===== src/rtl/pdm_pkg.sv =====
// Shared types and elaboration helpers for the multichannel PDM capture block.
package pdm_pkg;

    typedef enum logic {IDLE = 1'b0, SEND = 1'b1} serial_state_t;

    // Bit growth of an N-stage CIC with decimation r, plus sign and headroom
    function automatic int cic_width(input int stages, input int r);
        return stages * $clog2(r) + 2;
    endfunction

    function automatic bit is_pow2(input int v);
        return (v > 0) && ((v & (v - 1)) == 0);
    endfunction

    function automatic bit half_ok(input int clk_freq, input int pdm_freq);
        return (clk_freq % (2 * pdm_freq) == 0) && (clk_freq / (2 * pdm_freq) >= 4);
    endfunction

endpackage


===== src/rtl/pdm_cic_channel.sv =====
// One CIC decimator channel: integrators run on the channel's sample strobe,
// combs run on the shared frame tick and produce the scaled PCM word.
module pdm_cic_channel
    import pdm_pkg::*;
#(
    parameter int CIC_STAGES        = 4,
    parameter int DECIMATION_FACTOR = 64,
    parameter int DATA_WIDTH        = 16
) (
    input  logic                  clk,
    input  logic                  rst_n,
    input  logic                  clr,
    input  logic                  strobe,
    input  logic                  bit_in,
    input  logic                  tick,
    output logic [DATA_WIDTH-1:0] comb_out
);

    localparam int CW = cic_width(CIC_STAGES, DECIMATION_FACTOR);

    logic [CW-1:0] integ   [CIC_STAGES];
    logic [CW-1:0] dly     [CIC_STAGES];
    logic [CW-1:0] comb_in [CIC_STAGES];
    logic [CW-1:0] acc;
    logic [CW-1:0] x;

    assign x = bit_in ? CW'(1) : '1;

    // Comb chain evaluated combinationally, committed only on the tick
    always_comb begin
        acc = integ[CIC_STAGES-1];
        for (int i = 0; i < CIC_STAGES; i++) begin
            comb_in[i] = acc;
            acc        = acc - dly[i];
        end
    end

    always_ff @(posedge clk) begin
        if (!rst_n || clr) begin
            for (int i = 0; i < CIC_STAGES; i++) begin
                integ[i] <= '0;
                dly[i]   <= '0;
            end
            comb_out <= '0;
        end else begin
            if (strobe) begin
                integ[0] <= integ[0] + x;
                for (int i = 1; i < CIC_STAGES; i++)
                    integ[i] <= integ[i] + integ[i-1];
            end
            if (tick) begin
                for (int i = 0; i < CIC_STAGES; i++)
                    dly[i] <= comb_in[i];
                comb_out <= acc[CW-1 -: DATA_WIDTH];
            end
        end
    end

endmodule


===== src/rtl/pdm_multichannel_capture.sv =====
// Multi-mic PDM front end: clock divider, dual-edge sampling, per-channel CIC
// decimation and a valid/ready serialiser with sticky overrun reporting.
module pdm_multichannel_capture
    import pdm_pkg::*;
#(
    parameter int CLK_FREQ          = 100_000_000,
    parameter int PDM_CLK_FREQ      = 2_000_000,
    parameter int NUM_MICS          = 1,
    parameter int CIC_STAGES        = 4,
    parameter int DECIMATION_FACTOR = 64,
    parameter int DATA_WIDTH        = 16,
    localparam int NCH              = 2 * NUM_MICS,
    localparam int CHW              = (NCH > 1) ? $clog2(NCH) : 1
) (
    input  logic                  clk,
    input  logic                  rst_n,
    input  logic                  enable,
    output logic                  M_CLK,
    input  logic [NUM_MICS-1:0]   M_DATA,
    output logic [DATA_WIDTH-1:0] out_data,
    output logic [CHW-1:0]        out_channel,
    output logic                  out_valid,
    input  logic                  out_ready,
    output logic                  overrun,
    input  logic                  overrun_clr
);

    localparam int HALF  = CLK_FREQ / (2 * PDM_CLK_FREQ);
    localparam int CNT_W = $clog2(HALF);
    localparam int RW    = $clog2(DECIMATION_FACTOR);
    localparam int WW    = $clog2(CIC_STAGES + 1);

    if (!half_ok(CLK_FREQ, PDM_CLK_FREQ)) begin : g_bad_half
        $error("CLK_FREQ/(2*PDM_CLK_FREQ) must be an integer >= 4");
    end
    if (!is_pow2(DECIMATION_FACTOR) || DECIMATION_FACTOR < 4) begin : g_bad_r
        $error("DECIMATION_FACTOR must be a power of two >= 4");
    end
    if (cic_width(CIC_STAGES, DECIMATION_FACTOR) < DATA_WIDTH) begin : g_bad_w
        $error("DATA_WIDTH exceeds CIC internal width");
    end

    logic [CNT_W-1:0]    div_cnt;
    logic                m_clk_q;
    logic                half_end, strobe_fall, strobe_rise, tick;
    logic [NUM_MICS-1:0] sync1, sync2;
    logic [RW-1:0]       rise_cnt;
    logic [WW-1:0]       warm_cnt;
    logic                warm_done, frame_go, busy, emit_q;
    logic [NCH-1:0][DATA_WIDTH-1:0] pcm, hold;
    serial_state_t       state_q, state_d;
    logic                load, last_acc;

    assign half_end    = div_cnt == CNT_W'(HALF - 1);
    assign strobe_fall = enable && half_end && m_clk_q;
    assign strobe_rise = enable && half_end && !m_clk_q;
    assign tick        = strobe_rise && (&rise_cnt);
    assign warm_done   = warm_cnt == WW'(CIC_STAGES);
    assign frame_go    = tick && warm_done;
    assign M_CLK       = m_clk_q;

    always_ff @(posedge clk) begin
        if (!rst_n || !enable) begin
            div_cnt  <= '0;
            m_clk_q  <= 1'b0;
            rise_cnt <= '0;
            warm_cnt <= '0;
        end else begin
            if (half_end) begin
                div_cnt <= '0;
                m_clk_q <= ~m_clk_q;
            end else begin
                div_cnt <= div_cnt + 1'b1;
            end
            if (strobe_rise) rise_cnt <= rise_cnt + 1'b1;
            if (tick && !warm_done) warm_cnt <= warm_cnt + 1'b1;
        end
    end

    always_ff @(posedge clk) begin
        if (!rst_n) begin
            sync1 <= '0;
            sync2 <= '0;
        end else begin
            sync1 <= M_DATA;
            sync2 <= sync1;
        end
    end

    // Even channels sample at the end of the high phase, odd at the end of the low phase
    for (genvar ch = 0; ch < NCH; ch++) begin : g_ch
        pdm_cic_channel #(
            .CIC_STAGES       (CIC_STAGES),
            .DECIMATION_FACTOR(DECIMATION_FACTOR),
            .DATA_WIDTH       (DATA_WIDTH)
        ) u_cic (
            .clk     (clk),
            .rst_n   (rst_n),
            .clr     (!enable),
            .strobe  ((ch % 2 == 0) ? strobe_fall : strobe_rise),
            .bit_in  (sync2[ch/2]),
            .tick    (tick),
            .comb_out(pcm[ch])
        );
    end

    always_comb begin
        state_d  = state_q;
        load     = 1'b0;
        last_acc = 1'b0;
        case (state_q)
            IDLE: if (emit_q) begin
                state_d = SEND;
                load    = 1'b1;
            end
            SEND: if (out_ready && out_channel == CHW'(NCH - 1)) begin
                state_d  = IDLE;
                last_acc = 1'b1;
            end
        endcase
    end

    // A frame still occupying the serialiser after this cycle forces a drop
    assign busy      = (state_q == SEND) && !last_acc;
    assign out_valid = state_q == SEND;
    assign out_data  = hold[out_channel];

    always_ff @(posedge clk) begin
        if (!rst_n) begin
            state_q     <= IDLE;
            emit_q      <= 1'b0;
            overrun     <= 1'b0;
            hold        <= '0;
            out_channel <= '0;
        end else begin
            state_q <= state_d;
            emit_q  <= frame_go && !busy;
            if (frame_go && busy)
                overrun <= 1'b1;
            else if (overrun_clr)
                overrun <= 1'b0;
            if (load) begin
                hold        <= pcm;
                out_channel <= '0;
            end else if (out_valid && out_ready) begin
                out_channel <= last_acc ? '0 : out_channel + 1'b1;
            end
        end
    end

endmodule


===== config.mk =====
export PLATFORM = sky130hd
export DESIGN_NAME = pdm_multichannel_capture
export DESIGN_NICKNAME = d
export VERILOG_FILES = /design/src/rtl/pdm_pkg.sv /design/src/rtl/pdm_cic_channel.sv /design/src/rtl/pdm_multichannel_capture.sv
export SDC_FILE = /design/constraint.sdc
export NUM_CORES = 1
export LEC_CHECK = 0
export BUFFER_PORTS_ARGS = -buffer_cell sky130_fd_sc_hd__buf_2
export CAP_MARGIN = 20
export CORE_MARGIN = 5
export CORE_UTILIZATION = 40
export CTS_CLUSTER_DIAMETER = 120
export DETAILED_ROUTE_END_ITERATION = 6
export PLACE_DENSITY_LB_ADDON = 0.15
export SKIP_LAST_GASP = 1
export SYNTH_ARGS = -nofsm -noshare
export SYNTH_HDL_FRONTEND = slang
export SYNTH_SLANG_ARGS = --single-unit
export TNS_END_PERCENT = 1

===== constraint.sdc =====
create_clock -name clk -period 18.9 [get_ports clk]
set_input_delay 3.78 -clock clk [delete_from_list [all_inputs] [get_ports clk]]
set_output_delay 3.78 -clock clk [all_outputs]
set_load 0.02 [all_outputs]

==> results.sh <==
export IMPL_post_cts_setup_buffers=0
export IMPL_fmax_mhz=132.5
export IMPL_rsz0062_at_grt="no"
export IMPL_syn_inst=3701
export IMPL_final_period_utilization_pct=39.93
export IMPL_via_per_inst=4.952
export IMPL_die_width_um=307.3
export IMPL_pwr_share_clk_pct=25.4
export IMPL_layout_drive_gt1_share_pct=4.938
export IMPL_placed_cells=4828
export IMPL_syn_cell_area_mm2=0.03537
export IMPL_clk_pin_slew_ns=0.06
export IMPL_ys_flop_type="edfxtp_1"
export IMPL_cts_root_buf="clkbuf_16"
export IMPL_cp_data_required_time_ns=19.38
export IMPL_gp_congestion=0.7619
export IMPL_worstReg2RegEnd="g_ch[1].u_cic.comb_out[15]"
export IMPL_cp_max_fo=5
export IMPL_setup_ws_ns=11.35
export IMPL_p_per_area_mw_per_mm2=111.9
export IMPL_cts_tree="yes"
export IMPL_n_antenna_cell=0
export IMPL_cp_end_kind="flop"
export IMPL_outcome="complete, no violations"
export IMPL_num_vias=24421
export IMPL_portBuffers=25
export IMPL_overflow=0
export IMPL_switchingPower_mw=1.572
export IMPL_fin_tns_setup_ns=0
export IMPL_r2r_start="g_ch[1].u_cic.integ[3][0]"
export IMPL_clkLatencyLatePin_ns=0.62
export IMPL_stdcell_count=4932
export IMPL_fin_area_mm2=0.03870
export IMPL_maxSlewViolCount=0
export IMPL_routed_wirelength_um=67210
export IMPL_min_delay_path_class="flop to flop"
export IMPL_vdd_drop_max_v=0.0001247
export IMPL_yosys_cell_types_count=82
export IMPL_fin_util_pct=43.93
export IMPL_die_h_um=307.3
export IMPL_slowest_delay_ns=0.40
export IMPL_post_place_ws_ns=11.38
export IMPL_final_nets=4143
export IMPL_clock_path_buffers=3
export IMPL_ctsResizeCount=0
export IMPL_combPwrFrac_pct=45.5
export IMPL_crit_end="g_ch[1].u_cic.comb_out[15]"
export IMPL_synth_edf_count=416
export IMPL_area_growth_pct=9.432
export IMPL_htreeDepth=2
export IMPL_cp_slowest_cell="fa_1"
export IMPL_wl_per_cell_um=13.63
export IMPL_clock_sinks=501
export IMPL_grt_pass1_wl_um=113700
export IMPL_syn_avg_cell_area_um2=9.556
export IMPL_dp_hpwl_um=48260
export IMPL_dr_pass1_iters=5
export IMPL_worstHoldPathCells=1
export IMPL_drc=0
export IMPL_core_mm2=0.08810
export IMPL_p_int_mw=2.758
export IMPL_fin_worst_skew_ns=0.02568
export IMPL_finalPower_mw=4.331
export IMPL_grt_use_total_pct=14.00
export IMPL_synth_async_reset_ratio_pct=0
export IMPL_ys_ff_latch=501
export IMPL_synth_seq_area_share_pct=40.13
export IMPL_grt_pass1_vias=23326
export IMPL_start_kind="flop"
export IMPL_maxCapViolations=0
export IMPL_hold_path_startpoint="sync1"
export IMPL_synth_fp_nets=4122
export IMPL_switching_share_pct=36.31
export IMPL_slew_headroom_pct=31.17
export IMPL_ctsHoldBuffers=0
export IMPL_antenna_found_initial=1
export IMPL_dieArea_mm2=0.09446
export IMPL_p_leak_nw=16.54
export IMPL_setup_viol=0
export IMPL_r2r_slack_ns=11.35
export IMPL_whs_ns=0.4425
export IMPL_crit_start="g_ch[1].u_cic.integ[3][0]"
export IMPL_min_period_ns=7.547
export IMPL_hold_viol_final=0
export IMPL_worst_pin_slew_ns=1.032
export IMPL_ff2ff_path_depth=37
export IMPL_grt_max_degree=131
export IMPL_placed_area_mm2=0.03683
export IMPL_cts_buffers=57
export IMPL_start_util_pct=40.14
export IMPL_crit_arrival_ns=8.03
export IMPL_path_class="flop to flop"
export IMPL_rows=109
export IMPL_dr_first_iter_drc_count=1012
export IMPL_drtAntennaViolNets=0
export IMPL_ios=26
export IMPL_ys_warn_count=0
export IMPL_p_seq_share_pct=29.2
## critical path: cells and delay by family, from the launching register on
kind,cells,cell delay [ns]
XOR/XNOR,4,0.62
AND/OR/NAND/NOR,8,0.90
adder cells (fa/ha/maj),5,1.59
flip-flops,1,0.35
buffers and inverters,1,0.06
AO/OA/AOI/OAI,19,3.91
## cells in the mapped netlist, drive strengths merged, types with 69 or more instances
| master | n | area [um^2] |
|---|---|---|
| a21o | 124 | 930.9 |
| a21oi | 281 | 1410 |
| and2 | 129 | 807.0 |
| and3 | 118 | 738.2 |
| clkbuf | 77 | 289.0 |
| dfxtp | 85 | 1702 |
| edfxtp | 416 | 12490 |
| ha | 401 | 5017 |
| inv | 314 | 1179 |
| nand2 | 239 | 897.1 |
| nor2 | 366 | 1374 |
| nor2b | 69 | 431.7 |
| nor3 | 83 | 420.4 |
| o21ai | 173 | 869.6 |
| xnor2 | 185 | 1628 |
| xor2 | 125 | 1095 |
## layer usage
metal | share of wire (%) | wire, um | global-route usage [%]
met5 | 0.019 | 13 | 0
met4 | 1.9 | 1287 | 3.164
met2 | 43 | 28740 | 22.46
met3 | 2.8 | 1902 | 1.939
met1 | 52 | 35270 | 20.25
## how the worst min path moves through the flow
stage and to:
4_1_cts sync2, 3_5_place_dp sync2, 3_3_place_gp sync2, 5_1_grt sync2
2_1_floorplan sync2, 6_report sync2
## placed cells by master, fill, tap and decap left out, types with 12 or more instances in the layout
cell       instances
edfxtp_1         416
o21ai_0          151
dfxtp_1           85
o21a_1            47
clkbuf_16         63
buf_4             15
xor2_1           125
nor2b_1           68
nand3_1           38
o31a_1            17
inv_1            312
buf_2             25
a211oi_1          23
fa_1              14
nand2_1          235
and2_1           128
xnor2_1          184
and3_1           117
a21oi_1          280
ha_1             401
nor2_1           365
nand2b_1          44
a21boi_0          53
mux2_2            17
a31oi_1           22
or3_1             23
nand4_1           21
o21bai_1          39
o21ai_1           21
o211ai_1          14
clkinv_1          12
a21o_1           124
nor3_1            82
## cells by family (layout without fill, tap and decap cells)
family          Yosys count  after routing  synth area share, %
buf+inv                 392            458                4.161
fa+ha+maj               415            415                14.98
mux                      18             18               0.5696
simple gates           1170           1170                16.12
xor+xnor                311            311                7.766
flops                   501            501                40.13
compound gates          894            894                16.27
## layout make-up
cell class              instances  area, um^2
multi-input cells            2808       19750
repair buffers                 40       237.7
clock buffers                  79        1720
clock inverters                25       151.4
fillers                      8464       49400
flip-flops and latches        501       14190
well taps                    1165        1458
inverters                     314        1186
## state kept, by name, summed over array words and instances (netlist names), 3 cells and up
signal               flops
g_ch.u_cic.comb_out     32
rise_cnt                 6
div_cnt                  5
warm_cnt                 3
g_ch.u_cic.dly         208
g_ch.u_cic.integ       208
hold                    32
## power groups by stage
stage | clock [mW] | sequential, mW | combinational [mW]
final | 1.10 | 1.26 | 1.97
after global routing | 1.18 | 1.27 | 2.25
after CTS | 1.14 | 1.26 | 2.00
after detailed placement | 0 | 1.29 | 1.98
after global placement | 0 | 1.29 | 1.98
after floorplan | 0 | 1.28 | 1.61
No activity file was read; power rests on OpenSTA's default activity.
